$ cat src/rtl/div_pkg.sv
// div_pkg: shared constants for the multi-channel clock divider.
//   CNT_W_DEF   - default counter / divisor width
//   DEF_DIV_DEF - default divisor loaded at reset
//   MIN_DIV     - smallest divisor a channel will accept
package div_pkg;

    localparam int CNT_W_DEF   = 24;
    localparam int DEF_DIV_DEF = 5000000;
    localparam int MIN_DIV     = 2;

endpackage

$ cat src/rtl/div_channel.sv
// div_channel: one independent clock-divider channel with a shadowed divisor.
// Ports:
//   pixel_clk - clock, rising edge
//   reset     - asynchronous, active-low
//   en        - run enable; when low the counter parks at 0 and outputs are 0
//   load      - strobe capturing div_in into the shadow divisor
//   div_in    - new divisor (values below 2 are raised to 2)
//   sync      - phase-align strobe: restart the period and apply any shadow
//   clk_div   - divided clock, registered
//   tick      - one-cycle pulse at period start, registered
//   pend      - shadow divisor waiting to be applied
module div_channel
    import div_pkg::*;
#(
    parameter int CNT_W   = CNT_W_DEF,
    parameter int DEF_DIV = DEF_DIV_DEF
) (
    input  logic             pixel_clk,
    input  logic             reset,
    input  logic             en,
    input  logic             load,
    input  logic [CNT_W-1:0] div_in,
    input  logic             sync,
    output logic             clk_div,
    output logic             tick,
    output logic             pend
);

    localparam logic [CNT_W-1:0] ONE       = CNT_W'(1);
    localparam logic [CNT_W-1:0] MIN_DIV_W = CNT_W'(MIN_DIV);
    localparam logic [CNT_W-1:0] DEF_DIV_W = CNT_W'(DEF_DIV);

    function automatic logic [CNT_W-1:0] sat_min_div(input logic [CNT_W-1:0] d);
        return (d < MIN_DIV_W) ? MIN_DIV_W : d;
    endfunction

    logic [CNT_W-1:0] cnt;
    logic [CNT_W-1:0] div_act;
    logic [CNT_W-1:0] div_shd;
    logic             wrap;
    logic             apply_now;

    assign wrap = en && (cnt == (div_act - ONE));

    // Every case that restarts the period (sync, disable, wrap) is also the
    // moment a pending shadow divisor takes over.
    assign apply_now = sync || !en || wrap;

    always_ff @(posedge pixel_clk or negedge reset) begin
        if (!reset) begin
            cnt     <= '0;
            div_act <= DEF_DIV_W;
            div_shd <= DEF_DIV_W;
            pend    <= 1'b0;
            clk_div <= 1'b0;
            tick    <= 1'b0;
        end else begin
            // Outputs are decoded from the counter value sampled at this edge.
            tick    <= en && (cnt == '0);
            clk_div <= en && (cnt < (div_act >> 1));

            if (apply_now) cnt <= '0;
            else           cnt <= cnt + ONE;

            // div_act takes the old shadow, so a load coinciding with a
            // restart is held over to the next one.
            if (apply_now && pend) div_act <= div_shd;

            if (load) div_shd <= sat_min_div(div_in);

            if (load)           pend <= 1'b1;
            else if (apply_now) pend <= 1'b0;
        end
    end

endmodule

$ cat src/rtl/clk_divider_mc.sv
// clk_divider_mc: NUM_CH independent clock dividers sharing one sync strobe.
// Ports:
//   pixel_clk - clock, rising edge
//   reset     - asynchronous, active-low
//   en[i]     - channel i run enable
//   load[i]   - channel i divisor load strobe
//   div_in    - channel i divisor in bits [i*CNT_W +: CNT_W]
//   sync      - phase-align strobe applied to all channels
//   clk_div[i], tick[i], pend[i] - channel i outputs
module clk_divider_mc
    import div_pkg::*;
#(
    parameter int NUM_CH  = 4,
    parameter int CNT_W   = CNT_W_DEF,
    parameter int DEF_DIV = DEF_DIV_DEF
) (
    input  logic                    pixel_clk,
    input  logic                    reset,
    input  logic [NUM_CH-1:0]       en,
    input  logic [NUM_CH-1:0]       load,
    input  logic [NUM_CH*CNT_W-1:0] div_in,
    input  logic                    sync,
    output logic [NUM_CH-1:0]       clk_div,
    output logic [NUM_CH-1:0]       tick,
    output logic [NUM_CH-1:0]       pend
);

    for (genvar i = 0; i < NUM_CH; i++) begin : g_ch
        div_channel #(
            .CNT_W   (CNT_W),
            .DEF_DIV (DEF_DIV)
        ) u_ch (
            .pixel_clk (pixel_clk),
            .reset     (reset),
            .en        (en[i]),
            .load      (load[i]),
            .div_in    (div_in[i*CNT_W +: CNT_W]),
            .sync      (sync),
            .clk_div   (clk_div[i]),
            .tick      (tick[i]),
            .pend      (pend[i])
        );
    end

endmodule

$ cat config.mk
export PLATFORM = sky130hd
export DESIGN_NAME = clk_divider_mc
export DESIGN_NICKNAME = d
export VERILOG_FILES = /design/src/rtl/div_pkg.sv /design/src/rtl/div_channel.sv /design/src/rtl/clk_divider_mc.sv
export SDC_FILE = /design/constraint.sdc
export NUM_CORES = 1
export LEC_CHECK = 0
export CORE_MARGIN = 2
export CORE_UTILIZATION = 47
export DETAILED_ROUTE_END_ITERATION = 16
export DONT_BUFFER_PORTS = 1
export PLACE_DENSITY_LB_ADDON = 0.25
export SYNTH_ARGS = -nofsm -noshare
export SYNTH_HDL_FRONTEND = slang
export SYNTH_SLANG_ARGS = --single-unit
$ cat constraint.sdc
create_clock -name pixel_clk -period 5.4 [get_ports pixel_clk]
set_clock_uncertainty 0.15 [all_clocks]
set_input_delay 0.54 -clock pixel_clk [delete_from_list [all_inputs] [get_ports pixel_clk]]
set_output_delay 0.54 -clock pixel_clk [all_outputs]
set_load 0.02 [all_outputs]
# Yosys cells after proc, flatten, opt, wreduce, memory -nomap -nowiden

Cells that the tools add are included.

Latch bits: 0
Bits of input ports: 107
Output and inout bits: 12
Memory bits (read-only): 0
Memory bits (writable): 0
Flip-flop bits (word level): 300
Memories: 0

Multipliers: 0
Div/mod/pow operators: 0
Equality and inequality tests: 4
Multiplexer cells: 16
Bitwise logic cells: 0
Shift-type cells: 0
Add/sub/neg operators: 8
Order comparisons: 8
Reductions and logical operators: 36

Operators with widths:

| kind                                                        | number |
|---|---|
| 2-to-1 mux 24 bit                                           | 8 |
| adder 24 x 1 -> 24 bit, second input constant               | 4 |
| == test 24 bit                                              | 4 |
| logical NOT 24 bit                                          | 4 |
| less-than comparator 24 x 2 -> 1 bit, second input constant | 4 |
| less-than comparator 24 x 23 -> 1 bit                       | 4 |
| subtractor 24 x 1 -> 24 bit, second input constant          | 4 |
| logical AND 1 bit                                           | 16 |
| logical OR 1 bit                                            | 8 |
| 2-to-1 mux 1 bit                                            | 8 |
| nonzero test 2 bit                                          | 4 |
| logical NOT 1 bit                                           | 4 |

# Depth between registers and ports, before layout

Gate-level depths: netlist of run 1.

Word-level depth: 6
Mapped depth: 14

# Cells and area by module

From an unflattened synthesis of run 1, not the netlist that was laid out.

Cells, all modules: 2001
Area, all modules: 19815.3 um^2

Modules (own cells, without submodules):

| module                          | area an instance (um^2) | instances | cells each | seq. area each (um^2) |
|---|---|---|---|---|
| div_channel at g_ch[1].u_ch ... | 4777.1                  | 3         | 465        | 1896.8 |
| div_channel at g_ch[0].u_ch     | 5484.0                  | 1         | 606        | 1896.8 |

# Worst setup path before layout of run 1

OpenSTA, ideal clock, no wires.

Kind: reg-to-reg
From: reg g_ch[1].u_ch.div_act[12]
To: reg g_ch[1].u_ch.div_act[10]
Setup time: 0.125 ns
Stages on the path, launching flop included: 11
Arrival: 3.146 ns
Setup slack: 1.979 ns
Clock period less this slack: 3.421 ns
Buffers on the path: 2
Path through: dfrtp_1 or4_4 or3_1 or4_1 a22o_1 nor4_1 a41o_1 buf_6 nand2_4 buf_6 mux2_4

Cells in the longest elaborated chain, start to end: 5

RTL lines:

| item                        | RTL line          | text |
|---|---|---|
| start, declared             | div_channel.sv:38 | `logic [CNT_W-1:0] div_act;` |
| start signal, assigned      | div_channel.sv:67 | `if (apply_now && pend) div_act <= div_shd;` |
| subtractor 24 x 1 -> 24 bit | div_channel.sv:43 | `assign wrap = en && (cnt == (div_act - ONE));` |
| == test 24 bit              | div_channel.sv:43 |  |
| logical AND 1 bit           | div_channel.sv:43 |  |
| logical OR 1 bit            | div_channel.sv:47 | `assign apply_now = sync \|\| !en \|\| wrap;` |
| logical AND 1 bit           | div_channel.sv:67 |  |

Every way passes these cells.
A chain may end at the register's enable or synchronous reset.

# Worst setup path after layout of run 1

From: reg g_ch[3].u_ch.div_act[10]
To: reg g_ch[3].u_ch.div_act[1]

Cells in the longest elaborated chain, start to end: 5

RTL lines:

| item                        | RTL line |
|---|---|
| start, declared             | div_channel.sv:38 |
| start signal, assigned      | div_channel.sv:67 |
| subtractor 24 x 1 -> 24 bit | div_channel.sv:43 |
| == test 24 bit              | div_channel.sv:43 |
| logical AND 1 bit           | div_channel.sv:43 |
| logical OR 1 bit            | div_channel.sv:47 |
| logical AND 1 bit           | div_channel.sv:67 |

Every way passes these cells.

==> flow_summary.json, run 1 <==
{
  "outcome": "complete, but fails checks",
  "violations": "negative hold slack",
  "grt_start_max_net_pins": 301,
  "setup_tns_ns": 0,
  "clock_sinks": 300,
  "vias": 15200,
  "cts_buffer_depth": 3,
  "p_leak_nw": 9.25,
  "p_sw_mw": 1.92,
  "cts_buffers": 36,
  "ant_nets": 0,
  "cp.arrival_ns": 4.31,
  "first_global_vias": 15100,
  "dp.cells": 2407,
  "worstSetupPathType": "flip-flop to flip-flop",
  "rows": 73,
  "ys_types": 80,
  "portBuffers": 0,
  "cts_setup_buffers": 0,
  "p_seq_share_pct": 43.5,
  "rsz0062_at_grt": "no",
  "drive_above_1_share_pct": 13.1,
  "crit_slowest_cell": "or4_1",
  "finalNetCount": 2227,
  "layout_common_cells": "dfrtp_1, nor2_1, inv_1, nand3_1, xnor2_1",
  "post_dp_cell_area_mm2": 0.0193,
  "grt_overflow": 0,
  "powerDensity_mw_per_mm2": 302,
  "diodes": 0,
  "clk_pin_slew_ns": 0.06,
  "dp_hpwl_mm": 32.8,
  "finalWeightedCongestion": 0.940,
  "start_util_pct": 47.8,
  "synth.area.top_cells": "dfrtp_1, dfstp_2, ha_1",
  "cp_max_fo": 36,
  "final_cell_area_mm2": 0.0216,
  "synth-seq-area-share_pct": 39.7,
  "grt_antenna_before_repair": 0,
  "routed_wl_mm": 46.9,
  "die_y_um": 206,
  "avgSynthCellArea_um2": 9.62,
  "yosysTopAreaCellShare_pct": 30.9,
  "synth_ff_type": "dfrtp_1",
  "htree_levels": 2,
  "slew_violations": 0,
  "crit_path_end_kind": "flip-flop",
  "final_hold_viol_count": 300,
  "synth_area_mm2": 0.0191,
  "n_fill_cell": 3475,
  "firstDrtPassIters": 5,
  "sw_frac_of_total_pct": 29.4,
  "die_x_um": 206,
  "cp.required_ns": 5.66,
  "clock_power_share_pct": 38.1,
  "worst_setup_path_start_kind": "flip-flop",
  "vias_per_cell": 5.89,
  "ys_seq_elements": 300,
  "yosysWarnings": 0,
  "yosys.area.top_type": "dfrtp_1",
  "grt_pass1_wl_mm": 78.1,
  "syn_inst": 1986,
  "cts_tree": "built",
  "clockRootBuffer": "clkbuf_16",
  "area_growth_pct": 12.9,
  "tightest_slew_ns": 1.17,
  "final-instance-count-excl-fill": 2573,
  "ys_async_sr_fraction_pct": 100,
  "max_freq_mhz": 247,
  "top_level_ports": 119,
  "final_common_cell": "dfrtp_1",
  "grt_usage_pct": 22.8,
  "ctsHoldBuffers": 100,
  "cts_resized": 0,
  "setup_viol": 0,
  "min_path_type": "input port to asynchronous set/reset pin",
  "cp_common_cell": "or4_1",
  "fin_crit_ns": 4.05,
  "synth_enable_flop_cells": 0,
  "critPathMaxStageDelay_ns": 0.71,
  "worst_hold_slack_ns": -0.455,
  "dieArea_mm2": 0.0423,
  "relSlewSlack_pct": 21.7,
  "clk_latency_ns": 0.55,
  "syn_nets": 2193,
  "path_delay_family": "simple AND/OR/NAND/NOR gates",
  "core_mm2": 0.0399,
  "peakVddDrop_v": 0.000244,
  "maxCapViolCount": 0,
  "drc": 0,
  "path_cells": "or4_1 > or4_1 > or4_1 > a21o_1 > nand2_1 > nor4b_4 > buf_12 > nand3_1 > o311ai_0",
  "finalCritPeriodShare_pct": 75.0,
  "path_buf_inv": 1,
  "drt_iter0_markers": 941,
  "power.total_mw": 6.52,
  "wl_per_cell_um": 18.2,
  "pwr-share-comb_pct": 18.4,
  "power.internal_mw": 4.61
}
synthesized netlist by cell type (all sizes together), types with 15 or more instances:
library cell and count:
mux2 134, nand4 52, xor2 99, and3 47, o21ai 34, nor2b 15
inv 128, nor2 137, nand2 101, dfrtp 236, clkbuf 86, xnor2 102
buf 31, nand3 108, a21o 36, a21oi 59, nor3 66, o311ai 48
ha 100, nor4 71, o22ai 33, a31oi 33, dfstp 64
sequential cells by signal, summed over array words and instances (netlist names):
signal,flops
g_ch.u_ch.cnt,96
g_ch.u_ch.div_act,96
g_ch.u_ch.div_shd,96
g_ch.u_ch.clk_div,4
g_ch.u_ch.pend,4
g_ch.u_ch.tick,4
per-stage QoR:
step / hold slack, ns / util [%] / setup WS, ns
CTS: -0.495 / 54.0 / 1.36
global placement: 0.103 / 48.5 / 1.50
detailed placement: 0.104 / 48.5 / 1.40
floorplan: 0.0944 / - / 1.98
finish: -0.455 / 54.0 / 1.35
global route: -0.482 / 54.0 / 1.04
power groups by stage:
stage / Clock (mW) / Sequential (mW) / Combinational, mW
final: 2.49 / 2.84 / 1.20
after CTS: 2.56 / 2.83 / 1.20
after global routing: 2.65 / 2.88 / 1.35
after detailed placement: 0 / 2.87 / 1.11
after global placement: 0 / 2.86 / 1.09
after floorplan: 0 / 2.74 / 0.982
per-layer routing:
metal / share of wire, % / vias up / track usage [%] / routed length [um]
li1: - / 7294 / - / -
met1: 46 / 7408 / 31.2 / 21700
met2: 46 / 368 / 36.7 / 21600
met3: 4.8 / 87 / 3.52 / 2230
met4: 2.9 / 0 / 8.14 / 1340
met5: 0 / - / 0 / 0
logic make-up (layout without fill, tap and decap cells):
family	Yosys count	after routing	share of synthesized area, %
and+or+nand+nor	678	678	18.8
AOI/OAI and AO/OA	319	319	11.7
DFF	300	300	39.7
buffers and inverters	246	308	5.31
xor gates and xnor gates	201	201	9.22
muxes	142	142	8.69
adders and majority gates	100	100	6.55
worst register-to-register path: cells and delay by family (launching register included):
kind	cells	cell delay [ns]
DFF	1	0.42
buffers and inverters	1	0.27
and+or+nand+nor	6	2.75
AOI/OAI and AO/OA	2	0.34
cell type report:
cell class	count	area, um2	share of cell area (%)
well taps	525	657	3.05
inverters	129	484	2.24
multi-input cells	1440	10500	48.7
clock inverters	13	151	0.702
flip-flops and latches	300	7590	35.2
repair buffers	113	1130	5.24
clock buffers	53	1060	4.90
worst paths after layout:
| path | startpoint | to | slack (ns) | depth (start not counted) |
|---|---|---|---|---|
| max reg2reg | g_ch[3].u_ch.div_act[10]$_DFFE_PN0P_ | g_ch[3].u_ch.div_act[1]$_DFFE_PN0P_ | 1.35 | 9 |
| min | reset | g_ch[2].u_ch.div_shd[5]$_DFFE_PN0P_ | -0.45 | 0 |
| min reg2reg | g_ch[2].u_ch.div_shd[10]$_DFFE_PN0P_ | g_ch[2].u_ch.div_act[10]$_DFFE_PN0P_ | 0.33 | 1 |
| max | g_ch[3].u_ch.div_act[10]$_DFFE_PN0P_ | g_ch[3].u_ch.div_act[1]$_DFFE_PN0P_ | 1.35 | 9 |
| max in group asynchronous | reset | g_ch[3].u_ch.div_shd[14]$_DFFE_PN1P_ | 5.15 | 0 |
| min in group pixel_clk | load[0] | g_ch[0].u_ch.div_shd[1]$_DFFE_PN0P_ | 0.05 | 2 |
Note: power is estimated with default switching activity, not from simulation.
==> run 2, diff against run 1 <==
==> constraint.sdc (replaced) <==
create_clock -name pixel_clk -period 4.2 [get_ports pixel_clk]
set_clock_uncertainty 0.15 [all_clocks]
set_input_delay 0.42 -clock pixel_clk [delete_from_list [all_inputs] [get_ports pixel_clk]]
set_output_delay 0.42 -clock pixel_clk [all_outputs]
set_load 0.02 [all_outputs]
==> run 2 against run 1 <==
Effect of this change: fmax is 8.3% higher; design area is 0.58% higher; die area stayed put; combinational power is 31% higher; first-iteration DRC count is 3.6% lower; total power is 32% higher; the flow still finishes with violations (negative hold slack); sequential power is 29% higher; global-route usage is 0.31 points higher; critical path depth is 1 lower; largest cell class unchanged.
==> flow_summary.json, run 2 (same netlist as run 1, synthesis figures left out) <==
{
  "worst_hold_slack_ns": -0.573,
  "layout_common_cells": "dfrtp_1, nor2_1, inv_1, nand3_1, xnor2_1",
  "firstDrtPassIters": 5,
  "die_y_um": 206,
  "drt_iter0_markers": 907,
  "n_fill_cell": 3452,
  "cts_buffer_depth": 3,
  "setup_viol": 0,
  "first_global_vias": 15300,
  "final_common_cell": "dfrtp_1",
  "cts_tree": "built",
  "cp_common_cell": "or4_1",
  "clk_latency_ns": 0.54,
  "ctsHoldBuffers": 103,
  "tightest_slew_ns": 1.19,
  "cts_buffers": 35,
  "setup_tns_ns": 0,
  "grt_pass1_wl_mm": 78.9,
  "path_delay_family": "simple AND/OR/NAND/NOR gates",
  "finalNetCount": 2234,
  "p_leak_nw": 9.30,
  "grt_antenna_before_repair": 0,
  "area_growth_pct": 13.6,
  "cp-startpoint": "g_ch[2].u_ch.div_act[4]$_DFFE_PN0P_",
  "wl_per_cell_um": 18.7,
  "worst_setup_path_start_kind": "flip-flop",
  "clk_pin_slew_ns": 0.06,
  "relSlewSlack_pct": 20.4,
  "powerDensity_mw_per_mm2": 396,
  "power.total_mw": 8.60,
  "critPathMaxStageDelay_ns": 0.63,
  "crit_slowest_cell": "or4_1",
  "start_util_pct": 47.8,
  "cp.required_ns": 4.47,
  "routed_wl_mm": 48.1,
  "rr_endpoint": "g_ch[2].u_ch.div_act[5]$_DFFE_PN0P_",
  "dieArea_mm2": 0.0423,
  "drive_above_1_share_pct": 13.2,
  "worstSetupPathType": "flip-flop to flip-flop",
  "cts_resized": 0,
  "rsz0062_at_grt": "no",
  "outcome": "complete, but fails checks",
  "top_level_ports": 119,
  "slew_violations": 0,
  "cp_max_fo": 24,
  "grt_usage_pct": 23.1,
  "finalWeightedCongestion": 0.957,
  "r2r-start": "g_ch[2].u_ch.div_act[4]$_DFFE_PN0P_",
  "max_freq_mhz": 267,
  "path_depth": 8,
  "largestRegisters": "g_ch.u_ch.cnt: 96 flops, g_ch.u_ch.div_act: 96 flops, g_ch.u_ch.div_shd: 96 flops",
  "grt_start_max_net_pins": 301,
  "vias_per_cell": 5.92,
  "die_x_um": 206,
  "grt_overflow": 0,
  "vias": 15300,
  "clock_sinks": 300,
  "maxCapViolCount": 0,
  "fin_crit_ns": 3.74,
  "cts_setup_buffers": 0,
  "min_path_type": "input port to asynchronous set/reset pin",
  "r2r_cells": 8,
  "core_mm2": 0.0399,
  "peakVddDrop_v": 0.000281,
  "rows": 73,
  "path_buf_inv": 0,
  "finalCritPeriodShare_pct": 89.1,
  "crit_path_end_kind": "flip-flop",
  "clockRootBuffer": "clkbuf_16",
  "ant_nets": 0,
  "path_cells": "or4_1 > or4_1 > a32o_1 > nor4_1 > nand4b_1 > o31ai_4 > nand2_2 > mux2_1",
  "final_hold_viol_count": 300,
  "rrSetupSlack_ns": 0.46,
  "dp_hpwl_mm": 33.0,
  "htree_levels": 2,
  "portBuffers": 0,
  "drc": 0,
  "violations": "negative hold slack",
  "diodes": 0,
  "cp.arrival_ns": 4.01
}
[run 2: layout make-up]
| class | instances | area (um2) | share of cell area (%) |
|---|---|---|---|
| Clock buffer | 54 | 1080 | 4.98 |
| Clock inverter | 9 | 198 | 0.911 |
| Inverter | 129 | 484 | 2.23 |
| Multi-Input combinational cell | 1440 | 10500 | 48.4 |
| Sequential cell | 300 | 7590 | 35.0 |
| Tap cell | 525 | 657 | 3.03 |
| Timing Repair Buffer | 121 | 1190 | 5.47 |
[run 2: worst max path at each step]
stage,endpoint,slack [ns]
2_1_floorplan,g_ch[1].u_ch.div_act[10]$_DFFE_PN0P_,0.78
3_3_place_gp,g_ch[1].u_ch.div_act[1]$_DFFE_PN0P_,0.56
3_5_place_dp,g_ch[2].u_ch.div_act[4]$_DFFE_PN0P_,0.49
4_1_cts,g_ch[2].u_ch.div_act[4]$_DFFE_PN0P_,0.49
5_1_grt,g_ch[2].u_ch.div_act[10]$_DFFE_PN0P_,0.21
6_report,g_ch[2].u_ch.div_act[5]$_DFFE_PN0P_,0.46
[run 2: metrics by stage]
step	setup slack [ns]	hold slack, ns	instance area (um2)	std cells	util, %
after floorplan	0.779	-0.0256	19100	1986	-
after global placement	0.564	-0.0156	19400	2412	48.5
after detailed placement	0.490	-0.0167	19400	2412	48.5
after CTS	0.486	-0.597	21700	2578	54.4
after global routing	0.212	-0.585	21700	2578	54.4
final	0.459	-0.573	21700	2578	54.4
[run 2: layer usage]
layer | GRT usage (%) | vias to the layer above | wire [um] | share of wire, %
met5 | 0 | - | 0 | 0
met4 | 8.97 | 0 | 1580 | 3.3
met3 | 3.42 | 109 | 2240 | 4.7
met2 | 38.3 | 401 | 22800 | 47
met1 | 30.5 | 7439 | 21500 | 45
li1 | - | 7304 | - | -
[run 2: report_power, final]
group	internal [mW]	switching [mW]	leakage [nW]
clock	2.14	1.24	0.623
combinational	0.750	0.822	5.03
sequential	3.25	0.406	3.65
total	6.13	2.46	9.30
==> run 3, diff against run 2 <==
--- a/config.mk
+++ b/config.mk
@@ -10,6 +10,7 @@
 export DETAILED_ROUTE_END_ITERATION = 16
 export DONT_BUFFER_PORTS = 1
 export PLACE_DENSITY_LB_ADDON = 0.25
+export RECOVER_POWER = 50
 export SYNTH_ARGS = -nofsm -noshare
 export SYNTH_HDL_FRONTEND = slang
 export SYNTH_SLANG_ARGS = --single-unit
==> run 3 against run 2 <==
Effect of this change: the flow still finishes with violations (negative hold slack); clock-buffer cell count unchanged; global-route usage did not move; design area unchanged; largest cell class unchanged.
==> flow_summary.json, run 3 (same netlist as run 1, synthesis figures left out) <==
{
  "finalCritPeriodShare_pct": 89.1,
  "worst_setup_path_start_kind": "flip-flop",
  "tightest_slew_ns": 1.19,
  "cp.arrival_ns": 4.01,
  "slew_violations": 0,
  "setup_tns_ns": 0,
  "drc": 0,
  "dp_hpwl_mm": 33.0,
  "n_fill_cell": 3452,
  "clock_sinks": 300,
  "grt_usage_pct": 23.1,
  "clockRootBuffer": "clkbuf_16",
  "first_global_vias": 15300,
  "final-instance-count-excl-fill": 2578,
  "outcome": "complete, but fails checks",
  "fin_crit_ns": 3.74,
  "clk_pin_slew_ns": 0.06,
  "maxCapViolCount": 0,
  "powerDensity_mw_per_mm2": 396,
  "worstSetupPathType": "flip-flop to flip-flop",
  "routed_wl_mm": 48.1,
  "final_common_cell": "dfrtp_1",
  "regArea_mm2": 0.00759,
  "drive_above_1_share_pct": 13.1,
  "rsz0062_at_grt": "no",
  "final_hold_viol_count": 300,
  "min_path_type": "input port to asynchronous set/reset pin",
  "grt_overflow": 0,
  "finalNetCount": 2234,
  "wl_per_cell_um": 18.7,
  "drt_iter0_markers": 904,
  "core_mm2": 0.0399,
  "worst_hold_slack_ns": -0.573,
  "cp.required_ns": 4.47,
  "vias": 15200,
  "grt_pass1_wl_mm": 78.9,
  "p_leak_nw": 9.30,
  "grt_antenna_before_repair": 0,
  "cts_tree": "built",
  "cts_resized": 0,
  "relSlewSlack_pct": 20.5,
  "die_y_um": 206,
  "top_level_ports": 119,
  "peakVddDrop_v": 0.000281,
  "cp_max_fo": 24,
  "cts_buffer_depth": 3,
  "layout_common_cells": "dfrtp_1, nor2_1, inv_1, nand3_1, xnor2_1",
  "start_util_pct": 47.8,
  "setup_viol": 0,
  "max_freq_mhz": 267,
  "dieArea_mm2": 0.0423,
  "multi_input_area_mm2": 0.0105,
  "finalWeightedCongestion": 0.957,
  "firstDrtPassIters": 6,
  "clk_latency_ns": 0.54,
  "die_x_um": 206,
  "cts_buffers": 35,
  "cts_setup_buffers": 0,
  "dp.cells": 2412,
  "diodes": 0,
  "power.total_mw": 8.60,
  "grt_start_max_net_pins": 301,
  "htree_levels": 2,
  "violations": "negative hold slack",
  "fin_util_pct": 54.4,
  "ctsHoldBuffers": 103,
  "ant_nets": 0,
  "area_growth_pct": 13.6,
  "vias_per_cell": 5.91,
  "portBuffers": 0,
  "rows": 73,
  "crit_path_end_kind": "flip-flop",
  "largestRegisters": "g_ch.u_ch.cnt: 96 flops, g_ch.u_ch.div_act: 96 flops, g_ch.u_ch.div_shd: 96 flops"
}
[run 3: critical path: stages, from the launching register on]
cell and delay, ns:
dfrtp_1 0.47, or4_1 0.63, or4_1 0.55, a32o_1 0.22
nor4_1 0.31, nand4b_1 0.20, o31ai_4 0.23, nand2_2 0.39
mux2_1 0.45
[run 3: final timing paths]
path / cells past startpoint / slack (ns) / from / to
max reg2reg: 8 / 0.46 / g_ch[2].u_ch.div_act[4]$_DFFE_PN0P_ / g_ch[2].u_ch.div_act[5]$_DFFE_PN0P_
max: 8 / 0.46 / g_ch[2].u_ch.div_act[4]$_DFFE_PN0P_ / g_ch[2].u_ch.div_act[5]$_DFFE_PN0P_
min: 0 / -0.57 / reset / g_ch[2].u_ch.div_shd[5]$_DFFE_PN0P_
max in group asynchronous: 0 / 3.95 / reset / g_ch[3].u_ch.div_act[23]$_DFFE_PN0P_
min in group pixel_clk: 3 / 0.04 / en[2] / g_ch[2].u_ch.tick$_DFF_PN0_
min reg2reg: 1 / 0.34 / g_ch[2].u_ch.div_shd[20]$_DFFE_PN0P_ / g_ch[2].u_ch.div_act[20]$_DFFE_PN0P_
[run 3: power by group]
group | leakage (nW) | internal, mW | switching (mW)
combinational | 5.03 | 0.750 | 0.822
clock | 0.623 | 2.14 | 1.24
sequential | 3.65 | 3.25 | 0.406
total | 9.30 | 6.13 | 2.46
[run 3: cell type report]
class | instances | share of cell area [%]
Multi-Input combinational cell | 1440 | 48.4
Sequential cell | 300 | 35.0
Timing Repair Buffer | 121 | 5.47
Clock buffer | 54 | 4.98
Tap cell | 525 | 3.03
Inverter | 129 | 2.23
Clock inverter | 9 | 0.911
[run 3: per-stage QoR]
stage	setup WS (ns)	area, um2
floorplan	0.779	19100
CTS	0.486	21700
global placement	0.564	19400
global route	0.212	21700
detailed placement	0.490	19400
finish	0.459	21700
[run 3: layer usage]
metal / GRT usage, % / vias to the layer above / share of wire (%)
met5: 0 / - / 0
met4: 8.97 / 0 / 3.3
met3: 3.42 / 112 / 4.6
met2: 38.3 / 409 / 47
met1: 30.5 / 7421 / 45
li1: - / 7305 / -
